===== config.mk =====
export PLATFORM = sky130hd
export DESIGN_NAME = imem_loader
export DESIGN_NICKNAME = d
export VERILOG_FILES = /design/src/rtl/imem_loader.sv
export SDC_FILE = /design/constraint.sdc
export NUM_CORES = 1
export LEC_CHECK = 0
export BUFFER_PORTS_ARGS = -buffer_cell sky130_fd_sc_hd__buf_2
export CELL_PAD_IN_SITES_DETAIL_PLACEMENT = 0
export CELL_PAD_IN_SITES_GLOBAL_PLACEMENT = 2
export CORE_ASPECT_RATIO = 0.75
export CORE_MARGIN = 3
export CORE_UTILIZATION = 37
export CTS_CLUSTER_SIZE = 20
export DETAILED_ROUTE_END_ITERATION = 7
export PLACE_DENSITY_LB_ADDON = 0.1
export SLEW_MARGIN = 0
export SYNTH_ARGS = -nofsm -noshare
export SYNTH_HDL_FRONTEND = slang
export SYNTH_SLANG_ARGS = --single-unit

===== constraint.sdc =====
create_clock -name clk -period 6.1 [get_ports clk]
set_input_delay 1.525 -clock clk [delete_from_list [all_inputs] [get_ports clk]]
set_output_delay 1.525 -clock clk [all_outputs]
set_load 0.02 [all_outputs]

===== src/rtl/imem_loader.sv =====
// Byte-stream loader for the 1024x32 instruction RAM: length header, LE word assembly, sequential writes.
// Optional trailing XOR checksum byte when IMEM_LOADER_CHECKSUM_EN is defined.
module imem_loader #(
  parameter int MAX_WORDS = 1024
) (
  input  logic        clk,
  input  logic        rst,
  input  logic        start,
  input  logic [7:0]  in_data,
  input  logic        in_valid,
  output logic        in_ready,
  output logic        wr_en,
  output logic [9:0]  wr_addr,
  output logic [31:0] wr_data,
  output logic        busy,
  output logic        done,
  output logic        err
);

  localparam logic [15:0] MAX_LEN = 16'(MAX_WORDS);

`ifdef IMEM_LOADER_CHECKSUM_EN
  typedef enum logic [2:0] {
    S_IDLE   = 3'd0,
    S_LEN_LO = 3'd1,
    S_LEN_HI = 3'd2,
    S_DATA   = 3'd3,
    S_CSUM   = 3'd4,
    S_DONE   = 3'd5
  } state_t;

  function automatic logic [7:0] csum_next(input logic [7:0] acc, input logic [7:0] b);
    return acc ^ b;
  endfunction
`else
  typedef enum logic [2:0] {
    S_IDLE   = 3'd0,
    S_LEN_LO = 3'd1,
    S_LEN_HI = 3'd2,
    S_DATA   = 3'd3,
    S_DONE   = 3'd5
  } state_t;
`endif

  state_t       state_q, state_d;
  logic [7:0]   len_lo_q, len_lo_d;
  logic [10:0]  len_q, len_d;
  logic [1:0]   byte_cnt_q, byte_cnt_d;
  logic [10:0]  word_cnt_q, word_cnt_d;
  logic [23:0]  buf_q, buf_d;
  logic         wr_en_q, wr_en_d;
  logic [9:0]   wr_addr_q, wr_addr_d;
  logic [31:0]  wr_data_q, wr_data_d;
  logic         done_q, done_d;
  logic         err_q, err_d;
  logic         active_q, active_d;
  logic         accept_s;
  logic [15:0]  len_field_s;
`ifdef IMEM_LOADER_CHECKSUM_EN
  logic [7:0]   csum_q, csum_d;
`endif

  assign accept_s    = in_valid && active_q;
  assign len_field_s = {in_data, len_lo_q};

  // Next-state and datapath for the load sequence.
  always_comb begin
    state_d    = state_q;
    len_lo_d   = len_lo_q;
    len_d      = len_q;
    byte_cnt_d = byte_cnt_q;
    word_cnt_d = word_cnt_q;
    buf_d      = buf_q;
    wr_en_d    = 1'b0;
    wr_addr_d  = wr_addr_q;
    wr_data_d  = wr_data_q;
    done_d     = done_q;
    err_d      = err_q;
`ifdef IMEM_LOADER_CHECKSUM_EN
    csum_d     = csum_q;
`endif
    case (state_q)
      S_IDLE, S_DONE: begin
        if (start) begin
          done_d     = 1'b0;
          err_d      = 1'b0;
          wr_addr_d  = 10'd0;
          word_cnt_d = 11'd0;
          byte_cnt_d = 2'd0;
`ifdef IMEM_LOADER_CHECKSUM_EN
          csum_d     = 8'd0;
`endif
          state_d    = S_LEN_LO;
        end else begin
          state_d = state_q;
        end
      end
      S_LEN_LO: begin
        if (accept_s) begin
          len_lo_d = in_data;
          state_d  = S_LEN_HI;
        end else begin
          state_d = state_q;
        end
      end
      S_LEN_HI: begin
        if (accept_s) begin
          // Reserved high bits, zero and oversize lengths all abort before any write.
          if ((len_field_s[15:11] != 5'd0) || (len_field_s == 16'd0) || (len_field_s > MAX_LEN)) begin
            err_d   = 1'b1;
            state_d = S_IDLE;
          end else begin
            len_d   = len_field_s[10:0];
            state_d = S_DATA;
          end
        end else begin
          state_d = state_q;
        end
      end
      S_DATA: begin
        if (accept_s) begin
`ifdef IMEM_LOADER_CHECKSUM_EN
          csum_d = csum_next(csum_q, in_data);
`endif
          if (byte_cnt_q == 2'd3) begin
            wr_en_d    = 1'b1;
            wr_data_d  = {in_data, buf_q};
            wr_addr_d  = word_cnt_q[9:0];
            word_cnt_d = word_cnt_q + 11'd1;
            byte_cnt_d = 2'd0;
            if (word_cnt_q == (len_q - 11'd1)) begin
`ifdef IMEM_LOADER_CHECKSUM_EN
              state_d = S_CSUM;
`else
              done_d  = 1'b1;
              state_d = S_DONE;
`endif
            end else begin
              state_d = S_DATA;
            end
          end else begin
            byte_cnt_d = byte_cnt_q + 2'd1;
            case (byte_cnt_q)
              2'd0:    buf_d[7:0]   = in_data;
              2'd1:    buf_d[15:8]  = in_data;
              2'd2:    buf_d[23:16] = in_data;
              default: buf_d        = buf_q;
            endcase
          end
        end else begin
          state_d = state_q;
        end
      end
`ifdef IMEM_LOADER_CHECKSUM_EN
      S_CSUM: begin
        if (accept_s) begin
          done_d  = 1'b1;
          err_d   = (in_data != csum_q);
          state_d = S_DONE;
        end else begin
          state_d = state_q;
        end
      end
`endif
      default: state_d = S_IDLE;
    endcase

    // in_ready and busy share one decode: both high only inside a load.
    if ((state_d == S_IDLE) || (state_d == S_DONE)) begin
      active_d = 1'b0;
    end else begin
      active_d = 1'b1;
    end
  end

  // State and output registers.
  always_ff @(posedge clk or posedge rst) begin
    if (rst) begin
      state_q    <= S_IDLE;
      len_lo_q   <= 8'd0;
      len_q      <= 11'd0;
      byte_cnt_q <= 2'd0;
      word_cnt_q <= 11'd0;
      buf_q      <= 24'd0;
      wr_en_q    <= 1'b0;
      wr_addr_q  <= 10'd0;
      wr_data_q  <= 32'd0;
      done_q     <= 1'b0;
      err_q      <= 1'b0;
      active_q   <= 1'b0;
`ifdef IMEM_LOADER_CHECKSUM_EN
      csum_q     <= 8'd0;
`endif
    end else begin
      state_q    <= state_d;
      len_lo_q   <= len_lo_d;
      len_q      <= len_d;
      byte_cnt_q <= byte_cnt_d;
      word_cnt_q <= word_cnt_d;
      buf_q      <= buf_d;
      wr_en_q    <= wr_en_d;
      wr_addr_q  <= wr_addr_d;
      wr_data_q  <= wr_data_d;
      done_q     <= done_d;
      err_q      <= err_d;
      active_q   <= active_d;
`ifdef IMEM_LOADER_CHECKSUM_EN
      csum_q     <= csum_d;
`endif
    end
  end

  assign in_ready = active_q;
  assign busy     = active_q;
  assign wr_en    = wr_en_q;
  assign wr_addr  = wr_addr_q;
  assign wr_data  = wr_data_q;
  assign done     = done_q;
  assign err      = err_q;

endmodule


Word-level counts from Yosys, hierarchy flattened
Index checks and enable logic that the tools add are counted.
Storage, ports and cells
  input port bits: 12
  word-level logic and storage cells: 89
  register bits after elaboration: 105
  output and inout port bits: 47
Cells by class
  multiplexer cells: 32
  reduce and logical (&&, ||, !) cells: 22
  equality and inequality tests: 15
  $add $sub $neg: 3
  magnitude comparators: 1
  bitwise logic cells: 2
Operators by type and width (count)
  $mux 11: 3
  $mux 10: 3
  $pmux 11 s2: 1
  $pmux 10 s2: 1
  $reduce_and 4->1: 5
  $mux 3: 6
  $gt 16x11->1 const B: 1
  $logic_not 16->1: 1
  $ne 2x2->1 const B: 6
  $pmux 3 s4: 1
  $add 11x1->11 const B: 1
  $eq 11x11->1: 1
  $sub 11x1->11 const B: 1
  $mux 1: 10
  $reduce_and 3->1: 3
  $mux 2: 4
  $eq 3x2->1 const B: 2
  $eq 3x3->1 const B: 2
  $logic_not 3->1: 2
  $reduce_and 5->1: 1
  $reduce_bool 5->1: 1
  $eq 2x2->1 const B: 2
  $pmux 1 s2: 2
  $pmux 2 s2: 1
  other kinds (10): 14

Longest topological paths before layout
  depth in word-level cells: 9
  depth in mapped cells: 9
  mapped depth without buffers: 8

Worst setup path after synthesis
OpenSTA, ideal clock, no wires.
  kind: input-to-reg
  start point: input in_data[0]
  end point: register len_q[0]
  data arrival time: 2.860 ns
  library setup time: 0.125 ns
  required time: 5.975 ns
  buffers on the path: 1
  stages: 6
  setup slack: 3.116 ns
  cells stage by stage: nor4_1 -> nand3_1 -> xor2_1 -> nand4_1 -> clkbuf_1 -> mux2_2
Between the ends
  cells in the longest elaborated chain, start to end: 5
  elaborated cells on any way between the ends: 6
  classes of those cells: order compare: 1; bitwise: 1; reduce/logical: 4
Ends and longest elaborated chain
  start: declaration: line 9  | input logic [7:0] in_data,
  parallel branches: the longest is 2 deep, another holds $gt 16x11->1
  $logic_or 1x1->1 (*): line 109  | if ((len_field_s[15:11] != 5'd0) || (len_field_s == 16'd0) || (len_field_s > MAX_LEN)) begin
  $not 1->1 (no line) (*)
  $reduce_and 3->1 (no line) (*)
  end signal: assignment: line 197  | len_q <= len_d;
  end: declaration: line 47  | logic [10:0] len_q, len_d;
Every way passes the cells marked *.
A chain may end at the register's enable or synchronous reset.

Worst setup path in the final report
  start point: input in_valid
  end point: register word_cnt_q[6]
Between the ends
  cells in the longest elaborated chain, start to end: 3
Ends and longest elaborated chain
  start: declaration: line 10  | input logic in_valid,
  $logic_and 1x1->1: line 63  | assign accept_s = in_valid && active_q;
  $ne 2x2->1 (no line)
  $reduce_and 4->1 (no line)
  end signal: assignment: line 199  | word_cnt_q <= word_cnt_d;
  end: declaration: line 49  | logic [10:0] word_cnt_q, word_cnt_d;
Every way passes these cells.

==> summary.txt <==
Floorplanning
  – Chip Height: 103.6 µm
  – Die area: 0.01410 mm²
  – Die width: 136.1 µm
  – Starting density of the core: 0.3917
  – Core region area: 0.01200 mm²
  – Rows: 34
  – # IOs: 59

Critical path
  – Crit path depth: 8
  – CP Data Arrival Time: 3.44 ns
  – Crit Path Max Fanout: 48
  – Most used cell, CP: or3_1
  – Kind of critical path: in -> reg
  – Crit path cell chain: buf_2 > nand2_1 > or3_1 > inv_1 > buf_4 > nand4_1 > or3_1 > a21oi_1
  – CP peak stage delay: 0.40 ns
  – Largest delay share family, worst path: simple AND/OR/NAND/NOR gates
  – Critical path startpoint category: primary input
  – Worst setup EP type: register
  – Critical Path RT: 6.37 ns
  – CP bufs+invs: 3
  – R2R depth: 8
  – CP max-delay cell: or3_1

GRT
  – GR Util met3: 0.03634
  – Vias in the first global route: 3,212
  – Initial antenna violation count: 0
  – First-pass GRT wire length: 17,800 µm
  – Grt ovf: 0
  – Gr busiest metal: met1
  – Grt met1 use: 0.2435
  – GRT Overall Usage: 0.1574
  – Met2 Use GR: 0.2244
  – Largest net degree at the start of global routing: 73

Yosys
  – Yosys top cell by area: dfrtp_1
  – Flops & latches, synth: 105
  – YS warnings: 0
  – Avg Cell Area, Syn: 10.40 µm²
  – FFs w/ async S/R, synth: 1.000
  – Netlist Area Pre-Place: 0.004700 mm²
  – Syn Nets: 470
  – Post-synthesis mux area share: 0.1052
  – Post-synthesis cell type count: 51
  – Seq/Total Area, Yosys: 0.5591
  – Post-synth EDFFs: 0
  – Top FF cell, synth: dfrtp_1
  – Cells after Synth: 452
  – Top cells by area, synth: dfrtp_1 56%, nand2_1 11%, mux2_2 9.8%, xor2_1 3.2%, nand3_1 2.0%
  – Synth Area in Compound Gates: 0.04446
  – Largest family of logic cells by synthesized area: simple AND/OR/NAND/NOR gates
  – Simple-Gate Fraction of Synth Area: 0.2045
  – Synth Area in Adders: 0.01597
  – Synth top area share: 0.5591
  – XOR/XNOR Fraction of Synth Area: 0.04100

Layout
  – Layout Nets: 522
  – Util after Layout: 0.4553
  – Fillers: 1,175
  – Layout cell share with drive strength beyond 1: 0.2515
  – Commonest non-fill, non-tap cells in the layout: 133 x nand2_1, 105 x dfrtp_1, 58 x buf_2, 41 x mux2_2, 19 x nand3_1
  – Commonest non-fill, non-tap cell in the layout: nand2_1
  – Antenna cells: 0
  – Area grow syn2layout: 16.21%

Clock tree
  – CTS tree: yes
  – Clock sinks: 105
  – CTS buffer count: 9
  – CTS Root Cell: clkbuf_16
  – Post-CTS Hold Fix Bufs: 0
  – Clock latency on the worst-skew pair: 0.34 ns
  – Resized cells post-CTS: 0
  – Post-CTS setup buffers: 0
  – Clock Tree Buf Depth: 2
  – Clock transition at the registers of the reported paths: 0.07 ns
  – H-tree level count: 3

Power
  – Overall Power: 1.747 mW
  – LEAKAGE: 2.967 nW
  – Pwr dens: 319.9 mW/mm²
  – Worst VDD drop: 0.1498 mV

STA
  – RSZ-0062 raised after global routing: no
  – Max-slew headroom: 0.3944
  – Setup_tns: 0 ns
  – Final setup viols: 0
  – Final slew viol count: 0
  – Post-route clock skew: 0.006422 ns
  – Final worst setup slack: 2.929 ns
  – Period minus WS final: 3.171 ns
  – Final Hold Fails: 0
  – Tcrit/Tclk final: 0.5198
  – Worst-Margin Slew: 0.9084 ns
  – Fmax: 315.4 MHz

Placed design
  – HPWL after DPL: 7320 µm
  – PortBufs: 58
  – RD Place Congestion: 0.8027
  – Post-Place Setup Slack: 2.537 ns

Run status
  – Run status: completed

Routing
  – First-pass detailed-route iteration total: 4
  – Vias per inst: 5.016
  – Vias post-DR: 3,366
  – DR iter-0 viols: 217
  – Remaining antenna violation count: 0
  – Residual DRC: 0
  – WL/cell: 15.96 µm
  – Wirelength, routed: 10,710 µm

Hold path
  – Worst hold path type: reg -> reg
  – Hold Path Cell Cnt: 2

Flow run
  – Maxcap violations: 0
## cell usage after synthesis, drive strengths merged, types with 6 or more instances
master	instances
dfrtp	105
nor4	7
a21oi	6
ha	6
nand3	19
xor2	17
o21ai	7
nand2b	6
inv	11
buf	9
mux2	43
nor3	11
nand2	133
nor2	18
clkbuf	12
## cell families after synthesis
logic type                 after synthesis
DFF                                    105
muxes                                   44
buffers and inverters                   32
xor gates and xnor gates                22
adders and majority gates                6
and+or+nand+nor                        213
AOI/OAI and AO/OA                       30
## path summary, 6_finish.rpt
path,startpoint,to,slack [ns]
setup reg to reg,byte_cnt_q[0],word_cnt_q[6],3.62
min in group asynchronous,rst,wr_data[0],1.37
max in group asynchronous,rst,wr_data[17],3.72
hold / removal,buf_q[7],wr_data[7],0.47
setup / recovery,in_valid,word_cnt_q[6],2.93
hold reg to reg,buf_q[7],wr_data[7],0.47
## worst min-delay path: cells and delay by family, from the launching register on
family           cells  cell delay, ns
DFF                  1            0.34
and+or+nand+nor      2            0.09
## sequential cells by signal, summed over array words and instances (netlist names)
name	cells
err	1
len_q	11
len_lo_q	8
buf_q	24
done	1
wr_en	1
wr_data	32
wr_addr	10
byte_cnt_q	2
state_q	3
word_cnt_q	11
busy	1
## power by group
group	total [mW]	leakage, nW	internal (mW)	switching (mW)
registers	0.839	1.44	0.770	0.0694
clock network	0.648	0.162	0.377	0.271
logic	0.260	1.37	0.115	0.145
total	1.75	2.97	1.26	0.485
## layer usage
layer / wire length [µm] / share of wire
met3: 461 / 0.043
met1: 5661 / 0.53
met2: 4505 / 0.42
met5: 0 / 0
met4: 76 / 0.0071
## stage by stage
stage	hold slack [ns]	instance area (µm²)	instances
after floorplan	0.4331	4700	452
after global placement	0.4503	5126	655
final	0.4654	5461	671
after global routing	0.4911	5461	671
after detailed placement	0.4522	5126	655
after CTS	0.4700	5461	671
## cell type report
| cell class | count | area, µm² | share of cell area |
|---|---|---|---|
| sequential | 105 | 2628 | 0.4811 |
| multi-input combinational | 315 | 1932 | 0.3537 |
| timing repair buffer | 62 | 320.3 | 0.05865 |
| clock buffer | 10 | 239.0 | 0.04376 |
| tap | 162 | 202.7 | 0.03711 |
| clock inverter | 6 | 96.34 | 0.01764 |
| inverter | 11 | 43.79 | 0.008018 |
No activity file was read; power rests on OpenSTA's default activity.
